$ cat config.mk
export PLATFORM = sky130hd
export DESIGN_NAME = hazard_ctrl
export DESIGN_NICKNAME = d
export VERILOG_FILES = /design/src/rtl/hazard_ctrl.sv
export SDC_FILE = /design/constraint.sdc
export NUM_CORES = 1
export LEC_CHECK = 0
export ABC_AREA = 1
export BUFFER_PORTS_ARGS = -buffer_cell sky130_fd_sc_hd__buf_4
export CELL_PAD_IN_SITES_DETAIL_PLACEMENT = 0
export CELL_PAD_IN_SITES_GLOBAL_PLACEMENT = 2
export CORE_AREA = 3 3 88 90
export CTS_CLUSTER_SIZE = 24
export DETAILED_ROUTE_END_ITERATION = 6
export DIE_AREA = 0 0 91 93
export PLACE_DENSITY = 0.86
export SLEW_MARGIN = 20
export SYNTH_ARGS = -nofsm -noshare
export SYNTH_HDL_FRONTEND = slang
export SYNTH_SLANG_ARGS = --single-unit
$ cat constraint.sdc
create_clock -name clk -period 4.2 [get_ports clk]
set_input_delay 0.21 -clock clk [delete_from_list [all_inputs] [get_ports clk]]
set_output_delay 0.21 -clock clk [all_outputs]
set_load 0.05 [all_outputs]
$ cat src/rtl/hazard_ctrl.sv
// Pipeline hazard/stall controller: register enables and clears, E-stage forwarding selects,
// and a wait FSM for the multi-cycle data memory with timeout and a saturating stall counter.
module hazard_ctrl #(
  parameter int ADDR_W      = 5,
  parameter int MEM_TIMEOUT = 16,
  parameter int CNT_W       = 16
) (
  input  logic              clk,
  input  logic              rst,
  input  logic [ADDR_W-1:0] rs1_D,
  input  logic [ADDR_W-1:0] rs2_D,
  input  logic [ADDR_W-1:0] rs1_E,
  input  logic [ADDR_W-1:0] rs2_E,
  input  logic [ADDR_W-1:0] rd_E,
  input  logic              memRead_E,
  input  logic              pcSrc_E,
  input  logic [ADDR_W-1:0] rd_M,
  input  logic [ADDR_W-1:0] rd_W,
  input  logic              regWrite_M,
  input  logic              regWrite_W,
  input  logic              memAccess_M,
  input  logic              memReady,
  output logic              en_F,
  output logic              en_D,
  output logic              en_E,
  output logic              en_M,
  output logic              clr_D,
  output logic              clr_E,
  output logic              clr_W,
  output logic [1:0]        fwdA_E,
  output logic [1:0]        fwdB_E,
  output logic              memErr,
  output logic [CNT_W-1:0]  stallCount
);

  localparam int WCNT_W = $clog2(MEM_TIMEOUT + 1);
  localparam logic [WCNT_W-1:0] WCNT_ONE  = WCNT_W'(1);
  localparam logic [WCNT_W-1:0] WCNT_LAST = WCNT_W'(MEM_TIMEOUT - 1);
  localparam logic [CNT_W-1:0]  CNT_ONE   = CNT_W'(1);
  localparam logic [CNT_W-1:0]  CNT_MAX   = {CNT_W{1'b1}};

  typedef enum logic [1:0] {IDLE, WAIT, ERR} state_e;

  state_e            state_q;
  logic [WCNT_W-1:0] wait_cnt_q;
  logic              mem_err_q;
  logic [CNT_W-1:0]  stall_cnt_q;
  logic [CNT_W-1:0]  stall_cnt_d;

  logic load_use;
  logic mem_stall;

  assign load_use  = memRead_E && (rd_E != '0) && ((rd_E == rs1_D) || (rd_E == rs2_D));
  assign mem_stall = memAccess_M && !memReady;

  function automatic logic [1:0] fwd_sel(input logic [ADDR_W-1:0] rs);
    if (regWrite_M && (rd_M != '0) && (rd_M == rs))      fwd_sel = 2'b10;
    else if (regWrite_W && (rd_W != '0) && (rd_W == rs)) fwd_sel = 2'b01;
    else                                                 fwd_sel = 2'b00;
  endfunction

  always_comb begin
    en_F   = 1'b1;
    en_D   = 1'b1;
    en_E   = 1'b1;
    en_M   = 1'b1;
    clr_D  = 1'b0;
    clr_E  = 1'b0;
    clr_W  = 1'b0;
    fwdA_E = 2'b00;
    fwdB_E = 2'b00;
    if (!rst) begin
      fwdA_E = fwd_sel(rs1_E);
      fwdB_E = fwd_sel(rs2_E);
      if (state_q == ERR) begin
        {en_F, en_D, en_E, en_M} = 4'b0000;
      end else if (mem_stall) begin
        // Freeze everything up to M and push a bubble into W; branch/load-use wait for release.
        {en_F, en_D, en_E, en_M} = 4'b0000;
        clr_W = 1'b1;
      end else if (pcSrc_E) begin
        clr_D = 1'b1;
        clr_E = 1'b1;
      end else if (load_use) begin
        en_F  = 1'b0;
        en_D  = 1'b0;
        clr_E = 1'b1;
      end
    end
  end

  assign stall_cnt_d = (!en_F && (stall_cnt_q != CNT_MAX)) ? stall_cnt_q + CNT_ONE : stall_cnt_q;

  always_ff @(posedge clk) begin
    if (rst) begin
      state_q     <= IDLE;
      wait_cnt_q  <= '0;
      mem_err_q   <= 1'b0;
      stall_cnt_q <= '0;
    end else begin
      stall_cnt_q <= stall_cnt_d;
      case (state_q)
        IDLE: begin
          if (mem_stall) begin
            state_q    <= WAIT;
            wait_cnt_q <= WCNT_ONE;
          end
        end
        WAIT: begin
          if (memReady || !memAccess_M) begin
            state_q    <= IDLE;
            wait_cnt_q <= '0;
          end else if (wait_cnt_q == WCNT_LAST) begin
            state_q <= ERR;
          end else begin
            wait_cnt_q <= wait_cnt_q + WCNT_ONE;
          end
        end
        default: begin
          // Absorbing; the flag follows one cycle behind the state.
          state_q   <= ERR;
          mem_err_q <= 1'b1;
        end
      endcase
    end
  end

  assign memErr     = mem_err_q;
  assign stallCount = stall_cnt_q;

endmodule

# Yosys cells after proc, flatten, opt, wreduce, memory -nomap -nowiden
# Cells that the tools add are included.
[word_totals]
memories = 0
mem_bits_ro = 0
ram_bits = 0
regBits = 24
elab_cells = 76
latch_bits = 0
[op_classes]
bitwise = 0
n_shift = 0
div = 0
magnitude_cmp = 0
muxes = 34
eq_ne = 13
n_reduce_logical = 23
add_sub_neg = 2
mul = 0
[op_table]
columns = ["op", "n"]
rows = [
  ["$eq A5 B5 Y1", 6],
  ["$mux W1", 22],
  ["$add A16 B1 Y16 const B", 1],
  ["$ne A16 B16 Y1 const B", 1],
  ["$mux W5", 3],
  ["$reduce_bool A5 Y1", 3],
  ["$mux W2", 7],
  ["$logic_and A1 B1 Y1", 10],
  ["$pmux W5 S2", 1],
  ["$ne A3 B3 Y1 const B", 2],
  ["$add A5 B1 Y5 const B", 1],
  ["$eq A5 B4 Y1 const B", 1],
  ["$pmux W2 S2", 1],
  ["$logic_not A1 Y1", 3],
  ["$reduce_and A3 Y1", 1],
  ["$eq A2 B1 Y1 const B", 1],
  ["$eq A2 B2 Y1 const B", 1],
  ["$logic_not A2 Y1", 1],
  ["$logic_or A1 B1 Y1", 2],
  ["$ne A2 B2 Y1 const B", 1],
  ["$reduce_and A2 Y1", 1],
  ["$reduce_bool A2 Y1", 1],
  ["$reduce_or A2 Y1", 1],
]

# Logic depth before layout (Yosys ltp)
[depth]
ltp_word = 10
depth_mapped = 12
ltp_nobuf = 11

# Worst setup path after synthesis
# No wires, ideal clock.
[synth_timing]
path_kind = "reg-to-output"
from = "register state_q[1]"
to = "output en_F"
stages_incl_launch_ff = 8
slack_ns = 1.603
required_time_ns = 3.990
arrival_ns = 2.387
path_cell_list = "dfxtp_1 inv_2 nor2_1 o21ai_1 nand2_2 buf_4 inv_1 buf_4"
[synth_between]
elab_chain_len = 3
[synth_rtl]
columns = ["element", "line_no", "text"]
rows = [
  ["from (decl)", "44", "state_e state_q;"],
  ["from (signal assigned)", "96", "state_q <= IDLE;"],
  ["from (signal assigned)", "105", "state_q <= WAIT;"],
  ["from (signal assigned)", "111", "state_q <= IDLE;"],
  ["$eq A2 B2 Y1", "75", "if (state_q == ERR) begin"],
  ["$mux W1 (2 in a row)", "--", ""],
  ["to (decl)", "23", "output logic en_F,"],
]
# Every way passes these cells.

# Worst setup path after layout
[layout_timing]
from = "register state_q[1]"
to = "output en_D"
[layout_between]
elab_chain_len = 3
[layout_rtl]
columns = ["element", "line_no", "text"]
rows = [
  ["$eq A2 B2 Y1", "75", ""],
  ["$mux W1", "75", ""],
  ["$mux W1", "72", "if (!rst) begin"],
  ["to (decl)", "24", "output logic en_D,"],
]
# Every way passes these cells.

==> results.yml <==
run_status:
  outcome: "finished clean"
hold_path:
  hold_end: "state_q[0]"
  min_path_type: "in -> reg"
  min_from: "memReady"
  holdPathStages: 4
critical_path:
  slowest_stage: "dfxtp_1"
  startpoint: "state_q[1]"
  cp-end-kind: "output port"
  r2r_start: "stallCount[0]"
  worstSetupPathType: "reg -> out"
  crit_path_max_fanout: 19
  r2r_cells: 9
  r2r_slack_ps: 2240
  crit_path_max_incr_delay_ps: 360
  startpoint_type: "register"
  worst-endpoint-required_ps: 3990
  crit_path_cell_trace: "inv_2 > nor2_1 > o21ai_1 > nand2_2 > inv_1 > buf_4"
  cp.arrival_ps: 1780
  timing.rr.end: "stallCount[1]"
pwr:
  powerDensity_nw_per_um2: 194
  irDropWorstVdd_mv: 0.0840
  p_leak_nw: 1.15
cells_and_area:
  final_util_pct: 35.5
  drive_gt1_share_pct: 26.4
  diodes: 0
  syn_to_final_growth_pct: 33.4
  fin_nets: 404
  design_area_um2: 2540
  nFillCells: 809
cts:
  cts-root-buf: "clkbuf_8"
  h-tree-depth: 1
  cts_buffers: 3
  path_clk_slew_ps: 80
  cts_sinks: 24
  clk_latency_ps: 260
  cts-hold-fix-buffers: 0
  postCtsSetupBuffers: 0
  post_cts_resize_count: 0
  cts_tree: "done"
  cts_max_path_buffers: 2
timing:
  grt_setup_unrepaired: "no"
  setup_slack_ps: 2210
  finClkSkew_ps: 4.14
  clock.fmax_ghz: 0.502
  setup_viol: 0
  hold_viol: 0
  setup_tns_ps: 0
  relSlewSlack_pct: 67.4
  fin_crit_sh_pct: 47.4
  period_needed_ps: 1990
  tightest_slew_ps: 482
  holdWs_ps: 316
  drv_slew: 0
global_routing:
  grt.total_usage_pct: 12.3
  first_global_vias: 1919
  grt_pass1_wl_um: 8650
  overflow: 0
  antenna_found_initial: 0
  grt_max_degree: 29
floorplan:
  die_h_um: 93
  core-area_um2: 7140
  die_x_um: 91
  dieArea_um2: 8460
  rows: 31
  ioPinCount: 71
  start_util_pct: 26.6
placed_design:
  dp_hpwl_um: 4230
  gp_congestion: 0.764
  pre_cts_ws_ps: 2240
  placed_area_um2: 2490
  portBuffers: 70
yosys:
  synth_cells: 292
  ys_seq_area_share_pct: 25.3
  synth_top_cell_area_share_pct: 25.3
  syn_nets: 338
  ys_warn_count: 0
  ys_seq_elements: 24
  yosysTopAreaCell: "dfxtp_1"
  ys_types: 33
  netlist_area_um2: 1900
  synth_area_per_cell_um2: 6.51
  synth_area_leaders: "dfxtp_1, nand2_1, xor2_1, nand3_1, inv_1"
route:
  detail_route.wirelength_um: 5320
  avgViaCountPerCell: 4.36
  first_iter_violations: 52
  drc_errors: 0
  dr.pass1.iters: 4
  ant_nets: 0
  vias: 1984
  wl_per_cell_um: 11.7
run:
  drv_cap: 0
[through the flow]
step	instances	total power [mW]
CTS	455	0.500
global route	455	0.522
finish	455	0.491
global placement	452	0.361
detailed placement	452	0.361
floorplan	292	0.307
[flip-flops by register name (all words and copies together), names as in the netlist]
signal / flops
wait_cnt_q: 5
memErr: 1
state_q: 2
stallCount: 16
[worst max-delay path, delay by kind of cell, from the launching register on]
kind | cells | cell delay (ps)
buffers and inverters | 3 | 450
AO/OA/AOI/OAI | 1 | 300
flip-flops | 1 | 360
AND/OR/NAND/NOR | 2 | 400
[cells in the mapped netlist]
cell type  instances
o21ai_0            5
buf_4              3
o21ai_1            1
nor2_2             1
nand4_1            3
clkbuf_1           1
or2_2              3
buf_2              3
o211ai_1           1
nand2_1           65
nor4_1             2
buf_6              1
nand2_2            2
xnor2_1           14
a22o_1             1
nand4_4            1
nor2_1            34
nand3_1           31
nand3b_1           1
dfxtp_1           24
or2_1              1
buf_1              1
nand2_4            1
xor2_1            18
o41ai_1            1
a211oi_1           1
inv_2              3
nor3_1             6
inv_1             35
a2111oi_0          2
a21oi_2           10
ha_1               3
a21oi_1           13
[final cells by class]
cell class	count	area, um^2	area share, %
Timing Repair Buffer	70	526	20.7
Inverter	38	143	5.62
Tap cell	99	124	4.88
Multi-Input combinational cell	221	1220	48.2
Sequential cell	24	480	18.9
Clock buffer	3	41.3	1.63
[per-layer routing]
metal  GRT usage, %  wire length, um  vias up  share of wire (%)
met3           2.01              170        4                3.2
met2           22.3             2650       33                 50
met1           15.3             2470      880                 46
met5              0                0        -                  0
met4           2.26               36        0               0.68
li1               -                -     1067                  -
[kinds of logic (layout without fill, tap and decap cells)]
family          after synthesis  after routing  share of synthesized area (%)
fa+ha+maj                     3              3                           1.97
xor+xnor                     32             32                           14.7
flops                        24             24                           25.3
buf+inv                      47            111                           10.5
compound gates               35             35                           12.2
simple gates                151            151                           35.3
[where the power goes]
group          switching, mW  internal, mW
clock network         0.0718        0.0642
logic                 0.0693        0.0543
registers            0.00241         0.229
total                  0.144         0.348
[placed cells by master, fill, tap and decap left out]
cell type	Yosys	final
dfxtp_1	24	24
nand4_1	3	3
nand3_1	31	31
nand2_1	65	65
a21oi_1	13	13
buf_4	3	70
nor2_2	1	1
a2111oi_0	2	2
o21ai_1	1	1
clkbuf_8	0	3
ha_1	3	3
o211ai_1	1	1
xor2_1	18	18
nand2_2	2	2
nand2_4	1	1
nand4_4	1	1
a21oi_2	10	10
a22o_1	1	1
or2_1	1	1
or2_2	3	3
xnor2_1	14	14
o41ai_1	1	1
nand3b_1	1	1
inv_1	35	35
nor2_1	34	34
nor4_1	2	2
nor3_1	6	6
o21ai_0	5	5
inv_2	3	3
a211oi_1	1	1
[how the worst max path moves through the flow]
stage                     to  cells after the start
6_report                en_D                      6
2_1_floorplan           en_F                      7
3_5_place_dp   stallCount[1]                      9
3_3_place_gp            en_F                      6
4_1_cts                 en_D                      6
5_1_grt                 en_D                      6
(Power assumes the default switching activity.)
